### config.mk
export PLATFORM = sky130hd
export DESIGN_NAME = core_ldst_sized
export DESIGN_NICKNAME = d
export VERILOG_FILES = /design/src/rtl/core_ldst_sized.sv
export SDC_FILE = /design/constraint.sdc
export NUM_CORES = 1
export LEC_CHECK = 0
export ABC_AREA = 1
export CORE_ASPECT_RATIO = 1.75
export CORE_MARGIN = 8
export CORE_UTILIZATION = 49
export CTS_CLUSTER_DIAMETER = 80
export DETAILED_ROUTE_END_ITERATION = 12
export HOLD_SLACK_MARGIN = 0.02
export PLACE_DENSITY = 0.93
export RECOVER_POWER = 50
export SLEW_MARGIN = 20
export SYNTH_ARGS = -nofsm -noshare
export SYNTH_HDL_FRONTEND = slang
export SYNTH_SLANG_ARGS = --single-unit
### constraint.sdc
create_clock -name clk -period 3.6 [get_ports clk]
set_clock_uncertainty 0.1 [all_clocks]
set_input_delay 0.36 -clock clk [delete_from_list [all_inputs] [get_ports clk]]
set_output_delay 0.36 -clock clk [all_outputs]
set_load 0.02 [all_outputs]
### src/rtl/core_ldst_sized.sv
// rtl/core_ldst_sized.sv - sized load/store unit: byte enables, lane replication, load extension
// One access in flight; misaligned accesses fault without a bus request.
module core_ldst_sized #(
  parameter int REG_W  = 4,
  parameter int ADDR_W = 30
) (
  input  logic                  clk,
  input  logic                  rst_n,
  input  logic                  start,
  input  logic                  load,
  input  logic [1:0]            size,
  input  logic                  sign_ext,
  input  logic [REG_W-1:0]      rd,
  input  logic [31:0]           a,
  input  logic [31:0]           b,
  input  logic                  data_ready,
  input  logic [31:0]           data_data_rd,
  input  logic                  wb_stall,
  output logic                  data_start,
  output logic                  data_write,
  output logic [ADDR_W-1:0]     data_addr,
  output logic [3:0]            data_data_be,
  output logic [31:0]           data_data_wr,
  output logic                  wb_ready,
  output logic [REG_W-1:0]      wb_rd,
  output logic [31:0]           wb_value,
  output logic [(1<<REG_W)-1:0] raw_mask,
  output logic                  ldst_wait,
  output logic                  fault,
  output logic [31:0]           fault_addr
);

  typedef enum logic [1:0] {IDLE, WAIT, HOLD} state_t;

  state_t      state, state_nx;
  logic [31:0] addr;
  logic [1:0]  lane;
  logic        aligned;
  logic        accept;
  logic [3:0]  be;
  logic [31:0] wdata;
  logic        lat_load;
  logic        lat_sign;
  logic [1:0]  lat_size;
  logic [1:0]  lat_lane;
  logic [31:0] sh;
  logic [31:0] ext;

  always_comb begin
    addr    = load ? a : b;
    lane    = addr[1:0];
    aligned = 1'b0;
    be      = 4'b1111;
    wdata   = a;
    case (size)
      2'd0: begin
        aligned = 1'b1;
        be      = 4'b0001 << lane;
        wdata   = {4{a[7:0]}};
      end
      2'd1: begin
        aligned = ~lane[0];
        be      = 4'b0011 << lane;
        wdata   = {2{a[15:0]}};
      end
      2'd2: aligned = (lane == 2'd0);
      default: aligned = 1'b0;
    endcase
    // Starts while busy or while writeback is stalled are dropped.
    accept = (state == IDLE) && start && !wb_stall;
  end

  always_comb begin
    sh  = data_data_rd >> {lat_lane, 3'b000};
    ext = sh;
    case (lat_size)
      2'd0:    ext = {{24{lat_sign & sh[7]}}, sh[7:0]};
      2'd1:    ext = {{16{lat_sign & sh[15]}}, sh[15:0]};
      default: ext = sh;
    endcase
  end

  always_ff @(posedge clk or negedge rst_n) begin
    if (!rst_n) state <= IDLE;
    else        state <= state_nx;
  end

  always_comb begin
    state_nx  = state;
    raw_mask  = '0;
    ldst_wait = (state != IDLE) || wb_stall;
    case (state)
      IDLE: if (accept && aligned) state_nx = WAIT;
      WAIT: if (data_ready) state_nx = (lat_load && wb_stall) ? HOLD : IDLE;
      HOLD: if (!wb_stall) state_nx = IDLE;
      default: state_nx = IDLE;
    endcase
    // The pending destination clears in the cycle its writeback is presented.
    if (!wb_ready) begin
      if (accept && aligned && load)           raw_mask[rd]    = 1'b1;
      else if ((state != IDLE) && lat_load)    raw_mask[wb_rd] = 1'b1;
    end
  end

  always_ff @(posedge clk or negedge rst_n) begin
    if (!rst_n) begin
      data_start   <= 1'b0;
      data_write   <= 1'b0;
      data_addr    <= '0;
      data_data_be <= '0;
      data_data_wr <= '0;
      wb_ready     <= 1'b0;
      wb_rd        <= '0;
      wb_value     <= '0;
      fault        <= 1'b0;
      fault_addr   <= '0;
      lat_load     <= 1'b0;
      lat_sign     <= 1'b0;
      lat_size     <= '0;
      lat_lane     <= '0;
    end else begin
      data_start <= accept && aligned;
      fault      <= accept && !aligned;
      wb_ready   <= 1'b0;
      if (accept && !aligned) fault_addr <= addr;
      if (accept && aligned) begin
        data_addr    <= addr[ADDR_W+1:2];
        data_data_be <= be;
        data_data_wr <= wdata;
        data_write   <= !load;
        wb_rd        <= rd;
        lat_load     <= load;
        lat_sign     <= sign_ext;
        lat_size     <= size;
        lat_lane     <= lane;
      end
      if ((state == WAIT) && data_ready && lat_load) begin
        wb_value <= ext;
        wb_ready <= !wb_stall;
      end
      if ((state == HOLD) && !wb_stall) wb_ready <= 1'b1;
    end
  end

endmodule
==> results of run 1 <==
-- layout by cell type (no fill, tap or decap), types with 2 or more instances in the layout --
master           netlist  layout
a21oi_1               19      19
buf_4                  6       9
nand2_1              438     438
dlygate4sd3_1          0      75
or2_2                 10      10
inv_6                  0       6
o21ai_1               18      18
clkbuf_2               0       2
o21a_1                 2       2
clkbuf_16              0      17
nand3_1               50      50
dfrtp_1              146     146
nand2_2                4       4
clkinvlp_4             0       2
o21ai_0              108     108
clkbuf_1              21       2
clkdlybuf4s50_1        0     188
a31oi_1               15      15
nor3_1                 2       2
inv_1                 96      96
clkinv_4               0       2
buf_12                 0       2
inv_8                  0       2
nor2_1                75      75
-- state kept, by name (all words and copies together), names as in the netlist, 2 cells and up --
name          flops
data_data_be      4
lat_lane          2
data_data_wr     32
lat_size          2
fault_addr       32
data_addr        30
state             2
wb_rd             4
wb_value         32
-- worst min-delay path, delay by kind of cell, from the launching register on --
kind	cells	cell delay (ps)
flops	1	340
simple gates	2	100
-- cells by family (layout without fill, tap and decap cells) --
logic type      after synthesis  count (layout)  share of synthesized area
other cells                   0               1                          0
buf+inv                     157             407                     0.0937
compound gates              163             163                      0.112
simple gates                582             582                      0.307
flops                       146             146                      0.487
-- final timing paths --
check                      cells past startpoint           from        endpoint
setup / recovery                              10           load     raw_mask[5]
hold / removal                                 2  data_addr[18]   data_addr[18]
setup reg to reg                               9    lat_lane[0]    wb_value[23]
hold reg to reg                                2  data_addr[18]   data_addr[18]
max in group asynchronous                      3          rst_n  fault_addr[10]
min in group asynchronous                      2          rst_n        wb_rd[2]
-- through the flow --
step,worst slack (ps),utilization
2_1_floorplan,1580,-
4_1_cts,308,0.709
3_5_place_dp,305,0.671
5_1_grt,90.4,0.709
3_3_place_gp,387,0.671
6_report,276,0.709
-- metal layers --
metal,global-route usage,wire length [um],vias up
li1,-,-,3748
met1,0.288,9210,3645
met2,0.461,13600,406
met3,0.0706,2300,79
met4,0.165,1520,0
met5,0,0,-
-- final cells by class --
cell class | instances | share of cell area
multi-input combinational | 745 | 0.294
sequential | 146 | 0.340
tap | 186 | 0.0217
inverter | 98 | 0.0345
clock inverter | 14 | 0.0133
timing repair buffer | 277 | 0.256
clock buffer | 18 | 0.0399
antenna | 1 | 0.000233
-- power breakdown --
part           switching, uW  leakage (uW)  internal (uW)
clock network            757      0.000277            976
logic                   1700       0.00334           1220
registers                311       0.00182           2160
total                   2770       0.00544           4350
-- timing repair --
item / 4_1_cts / 5_1_grt
resized for setup: 0 / 0
hold buffers: 1 / 0
endpoints found under the hold margin: 73 / 0
==> results by group, run 1 <==
Run status
  • Outcome: finished with violations
  • Failing checks: max-capacitance violations, max-slew violations

Setup path
  • Cell family with the largest share of critical-path delay: buffers and inverters
  • Crit path kind: primary input to output pin
  • Slowest CP cell: clkdlybuf4s50_1
  • Critical Path RT: 3140 ps
  • Worst path cell trace: clkdlybuf4s50_1, buf_4, nand2_1, nand3_1, nand2_2, nand4_2, buf_4, nor2_1, nor2_1, clkdlybuf4s50_1
  • R2r setup slk: 360 ps
  • Critical path's largest stage delay: 650 ps
  • Crit path launch type: primary input
  • Worst Path Buf+Inv: 4
  • Largest fanout on the critical path: 34
  • Critical path capture point type: output pin
  • Worst path arrival time: 2860 ps

Route
  • Antenna viol nets, final: 0
  • Detailed-router iteration count before antenna repair: 6
  • Final wirelength: 26.7 mm
  • Final routed wire length divided by cell count: 18.0 um
  • Drt initial violations: 587
  • Vias per cell: 5.31
  • Via count: 7878
  • DR DRC count: 0

Global route
  • Vias in the first global route: 7739
  • Total GRT Usage: 0.271
  • Initial antenna violation count: 1
  • Largest net degree at the start of global routing: 76
  • First-pass GRT wire length: 41.2 mm
  • Total congestion overflow: 0

Power
  • Design Power: 7120 uW
  • Max IR drop VDD: 0.000359 V
  • PwrDens: 663 nW/um2
  • Static Leak: 0.00544 uW

Timing
  • Final setup fails: 0
  • RSZ-0062 raised after global routing: false
  • Minimum clock period: 3320 ps
  • Post-route clock period utilization: 0.923
  • Least-Margin Pin Slew: 1930 ps
  • Final hold vios: 0
  • Hold slack: 375 ps
  • Setup TNS: 0 ps
  • Final Slew Violations: 75
  • Relative slew slack: -0.288
  • Max Fclk: 301 MHz

Clock network
  • TritonCTS buffer count: 17
  • Root Driver: clkbuf_16
  • Skew-Pair Late Insertion Delay: 400 ps
  • CTS tree: done
  • Setup bufs post-CTS: 0
  • Clock transition at path regs: 60 ps
  • CTS max path bufs: 2
  • Clk sinks: 146
  • H-tree levels: 4

Yosys
  • #FFs+latches synth: 146
  • Area contributors post-synth: dfrtp_1, nand2_1, o21ai_0
  • Synthesized area per cell: 7.16 um2
  • Post-synth top area share: 0.487
  • Yosys warns: 0
  • Post-synthesis cell type count: 24
  • Most frequent cell after synthesis: nand2_1
  • Post-synth top cells: nand2_1, dfrtp_1, o21ai_0
  • Mapped Nets: 1157
  • Synth Cell Area: 7500 um2
  • Seq/Total Area, Yosys: 0.487
  • Synth Instances: 1048
  • Post-synth top flop: dfrtp_1
  • Number of flops mapped to enable cells by yosys: 0
  • FFs w/ async S/R, synth: 1.00
  • Post-synth top area cell: dfrtp_1

Worst hold path
  • Min-Delay Path Class: register to register

Flow run
  • Maxcap violations: 1

Die
  • Initial Util: 0.495
  • Io pins: 264
  • Core region area: 15200 um2
  • Die Area: 19700 um2
  • Die height: 180 um
  • Die Span X: 110 um
  • Row count: 60

Final layout
  • Area occupied by multi-input gates: 3160 um2
  • Share of post-route cells with drive strength above 1: 0.0485
  • Syn-to-layout area delta: 43.2%
  • Cell Count, Final, Fillers Out: 1485
  • FF+latch area: 3650 um2
  • Filler cells: 1212
  • Final nets: 1394
  • Design area: 10700 um2

Placed design
  • HPWL after DPL: 20.3 mm
  • PortBufs: 263
  • GPL Wtd Cong: 0.939
  • Inst Count DP: 1451
  • Placed Area: 10200 um2
Power figures use the tool's default switching activity.
==> run 2: changes to the inputs <==
Settings changed: ABC_CLOCK_PERIOD_IN_PS set to 3600, SKIP_CTS_REPAIR_TIMING set to 1.
==> results of run 2 <==
The final DEF is identical to that of run 1; final timing and power are the same.
Among the figures that moved: via count of the first global-routing pass 7739 -> 7727; met2 usage 0.461 -> 0.460
==> run 3: changes to the inputs <==
Settings changed: ABC_AREA 1 to 0, ABC_CLOCK_PERIOD_IN_PS 3600 to 4050, CORE_UTILIZATION 49 to 48, PLACE_DENSITY 0.93 to not set, PLACE_DENSITY_LB_ADDON set to 0.3.
Clock period 3.6 ns to 4.05 ns, I/O delays scaled along.
==> run 3 against run 2 <==
  * The flow still finishes with violations (max-capacitance violations, max-slew violations)
  * Critical path type unchanged
  * Clock-buffer cell count grew 1
  * Design area shrank 3.2%
  * Synthesized cell count shrank 43%
  * Critical endpoint is now raw_mask[12]
==> results by group, run 3 <==
Route
  • DR DRC count: 0 (unchanged)
  • Antenna viol nets, final: 0 (unchanged)
  • Final routed wire length divided by cell count: 23.0 um (was 18.0 um)
  • Detailed-router iteration count before antenna repair: 5 (was 6)
  • Vias per cell: 5.76 (was 5.31)
  • Final wirelength: 24.1 mm (was 26.7 mm)
  • Drt initial violations: 199 (was 587)
  • Via count: 6015 (was 7878)

Timing
  • Max Fclk: 265 MHz
  • RSZ-0062 raised after global routing: false (unchanged)
  • Final Slew Violations: 123 (was 75)
  • Post-route clock period utilization: 0.933
  • Final WS setup: 271 ps (was 276 ps)
  • Relative slew slack: -1.03 (was -0.288)
  • Least-Margin Pin Slew: 3040 ps (was 1930 ps)
  • Setup TNS: 0 ps (unchanged)
  • Final hold vios: 0 (unchanged)
  • Final setup fails: 0 (unchanged)
  • Minimum clock period: 3780 ps

Global route
  • Total congestion overflow: 0 (unchanged)
  • Total GRT Usage: 0.253 (was 0.271)
  • Vias in the first global route: 6526 (was 7727)
  • Initial antenna violation count: 1 (unchanged)
  • First-pass GRT wire length: 36.9 mm (was 41.2 mm)
  • Largest net degree at the start of global routing: 123 (was 76)

Setup path
  • Crit path launch type: primary input (unchanged)
  • Worst path cell trace: dlygate4sd3_1, nor4b_1, o21a_1, o21ai_0, o21ai_0, clkdlybuf4s50_1 (was clkdlybuf4s50_1, buf_4, nand2_1, nand3_1, nand2_2, nand4_2, buf_4, nor2_1, nor2_1, clkdlybuf4s50_1)
  • Critical Path RT: 3540 ps (was 3140 ps)
  • Critical path capture point type: output pin (unchanged)
  • Critical path's largest stage delay: 680 ps (was 650 ps)
  • Critical path's most frequent cell: o21ai_0
  • Slowest CP cell: dlygate4sd3_1 (was clkdlybuf4s50_1)
  • Cell family with the largest share of critical-path delay: buffers and inverters (unchanged)
  • Crit path kind: primary input to output pin (unchanged)
  • Worst path arrival time: 3270 ps (was 2860 ps)
  • Worst Path Buf+Inv: 2 (was 4)
  • Largest fanout on the critical path: 8 (was 34)

Final layout
  • FF+latch area: 3650 um2 (about the same)
  • Cell Count, Final, Fillers Out: 1045 (was 1485)
  • Final nets: 960 (was 1394)
  • Filler cells: 1062 (was 1212)
  • Area occupied by multi-input gates: 3180 um2 (was 3160 um2)
  • Regs by FF count: data_data_wr x32, fault_addr x32, wb_value x32 (unchanged)
  • Most common cell after layout, fill and taps aside: clkdlybuf4s50_1 (was nand2_1)
  • Syn-to-layout area delta: 47.4% (was 43.2%)
  • Core Util, Final: 0.724 (was 0.709)
  • Share of post-route cells with drive strength above 1: 0.178 (was 0.0485)
  • Most frequent cells in the layout: clkdlybuf4s50_1, dfrtp_1, mux2_2 (was nand2_1, clkdlybuf4s50_1, dfrtp_1)

Clock network
  • Clk sinks: 146 (unchanged)
  • Root Driver: clkbuf_16 (unchanged)
  • H-tree levels: 4 (unchanged)
  • CTS tree: done (unchanged)
  • Skew-Pair Late Insertion Delay: 420 ps (was 400 ps)
  • CTS max path bufs: 2 (unchanged)
  • Clock transition at path regs: 60 ps (about the same)
  • TritonCTS buffer count: 17 (unchanged)

Placed design
  • PortBufs: 263 (unchanged)
  • GPL Wtd Cong: 0.949 (was 0.939)
  • HPWL after DPL: 18.5 mm (was 20.3 mm)
  • Post-Place Setup Slack: 385 ps (was 305 ps)
  • Inst Count DP: 1012 (was 1451)

Yosys
  • #FFs+latches synth: 146 (unchanged)
  • Synth Instances: 594 (was 1048)
  • Synthesized area per cell: 11.9 um2 (was 7.16 um2)
  • Post-synthesis cell type count: 50 (was 24)
  • Area contributors post-synth: dfrtp_1, mux2_2, mux2_1 (was dfrtp_1, nand2_1, o21ai_0)
  • Most frequent cell after synthesis: dfrtp_1 (was nand2_1)
  • Mapped Nets: 703 (was 1157)
  • Post-synth top cells: dfrtp_1, mux2_2, nand2_1 (was nand2_1, dfrtp_1, o21ai_0)
  • Number of flops mapped to enable cells by yosys: 0 (unchanged)
  • Post-synth top area cell: dfrtp_1 (unchanged)
  • Seq/Total Area, Yosys: 0.518 (was 0.487)
  • Yosys warns: 0 (unchanged)
  • Post-synth top flop: dfrtp_1 (unchanged)
  • Synth Cell Area: 7060 um2 (was 7500 um2)
  • Post-synth top area share: 0.518 (was 0.487)
  • FFs w/ async S/R, synth: 1.00 (unchanged)

Die
  • Io pins: 264 (unchanged)
  • Row count: 58 (was 60)
  • Die height: 176 um (was 180 um)
  • Die Area: 19000 um2 (was 19700 um2)
  • Die Span X: 108 um (was 110 um)
  • Core region area: 14400 um2 (was 15200 um2)
  • Initial Util: 0.491 (was 0.495)

Power
  • Design Power: 6420 uW (was 7120 uW)
  • Max IR drop VDD: 0.000396 V (was 0.000359 V)
  • PwrDens: 617 nW/um2 (was 663 nW/um2)
  • Static Leak: 0.00439 uW (was 0.00544 uW)

Run status
  • Failing checks: max-capacitance violations, max-slew violations (unchanged)
  • Outcome: finished with violations (unchanged)

Flow run
  • Maxcap violations: 1 (unchanged)

Worst hold path
  • Min-Delay Path Class: register to register (unchanged)
==> run 3: cell count changes after synthesis, sizes merged, moves of 23 or more <==
cell	previous run	this run
inv	98	9
nor2	75	26
o21ai	126	37
mux2	0	133
nand2	442	63
buf	38	15
mux2i	0	29
nand3	51	2
==> run 3: layer usage <==
layer / global-route usage / up-vias / wire [um]
met5: 0 / - / 0
met3: 0.0821 / 63 / 1880
met4: 0.134 / 0 / 1080
li1: - / 2683 / -
met2: 0.454 / 273 / 13000
met1: 0.249 / 2996 / 8130
==> run 3: cell families after synthesis <==
group,Yosys count,share of synthesized area
and+or+nand+nor,121,0.0782
buffers and inverters,44,0.0321
xor gates and xnor gates,1,0.00124
DFF,146,0.518
muxes,163,0.257
AOI/OAI and AO/OA,119,0.114
==> run 3: report_power, final <==
part	total [uW]	internal [uW]	switching, uW
Sequential	2260	1950	310
Clock	1580	936	645
Combinational	2580	1240	1340
Total	6420	4120	2300
==> run 3: worst paths after layout <==
check,end,cells past startpoint,slack (ps),startpoint
worst max-delay path,raw_mask[12],6,270,a[0]
min in group asynchronous,wb_value[27],1,830,rst_n
worst min-delay path,wb_value[5],2,370,wb_value[5]
worst max register to register,data_addr[3],7,930,state[1]
max in group asynchronous,lat_lane[0],1,980,rst_n
worst min register to register,wb_value[5],2,370,wb_value[5]
==> run 3: layout make-up <==
type / instances / area share
inverters: 9 / 0.00325
clock buffers: 19 / 0.0426
clock inverters: 13 / 0.0146
diodes: 1 / 0.000241
multi-input cells: 404 / 0.306
well taps: 180 / 0.0217
repair buffers: 273 / 0.260
flip-flops and latches: 146 / 0.351
==> run 3: stage by stage <==
stage | hold WS (ps) | instance area [um2]
2_1_floorplan | 9.41 | 7060
3_3_place_gp | 364 | 9810
3_5_place_dp | 368 | 9810
4_1_cts | 110 | 10400
5_1_grt | 401 | 10400
6_report | 370 | 10400
==> run 3: worst min-delay path: cells and delay by family, from the launching register on <==
kind	cells	cell delay, ps
flops	1	330
simple gates	2	110
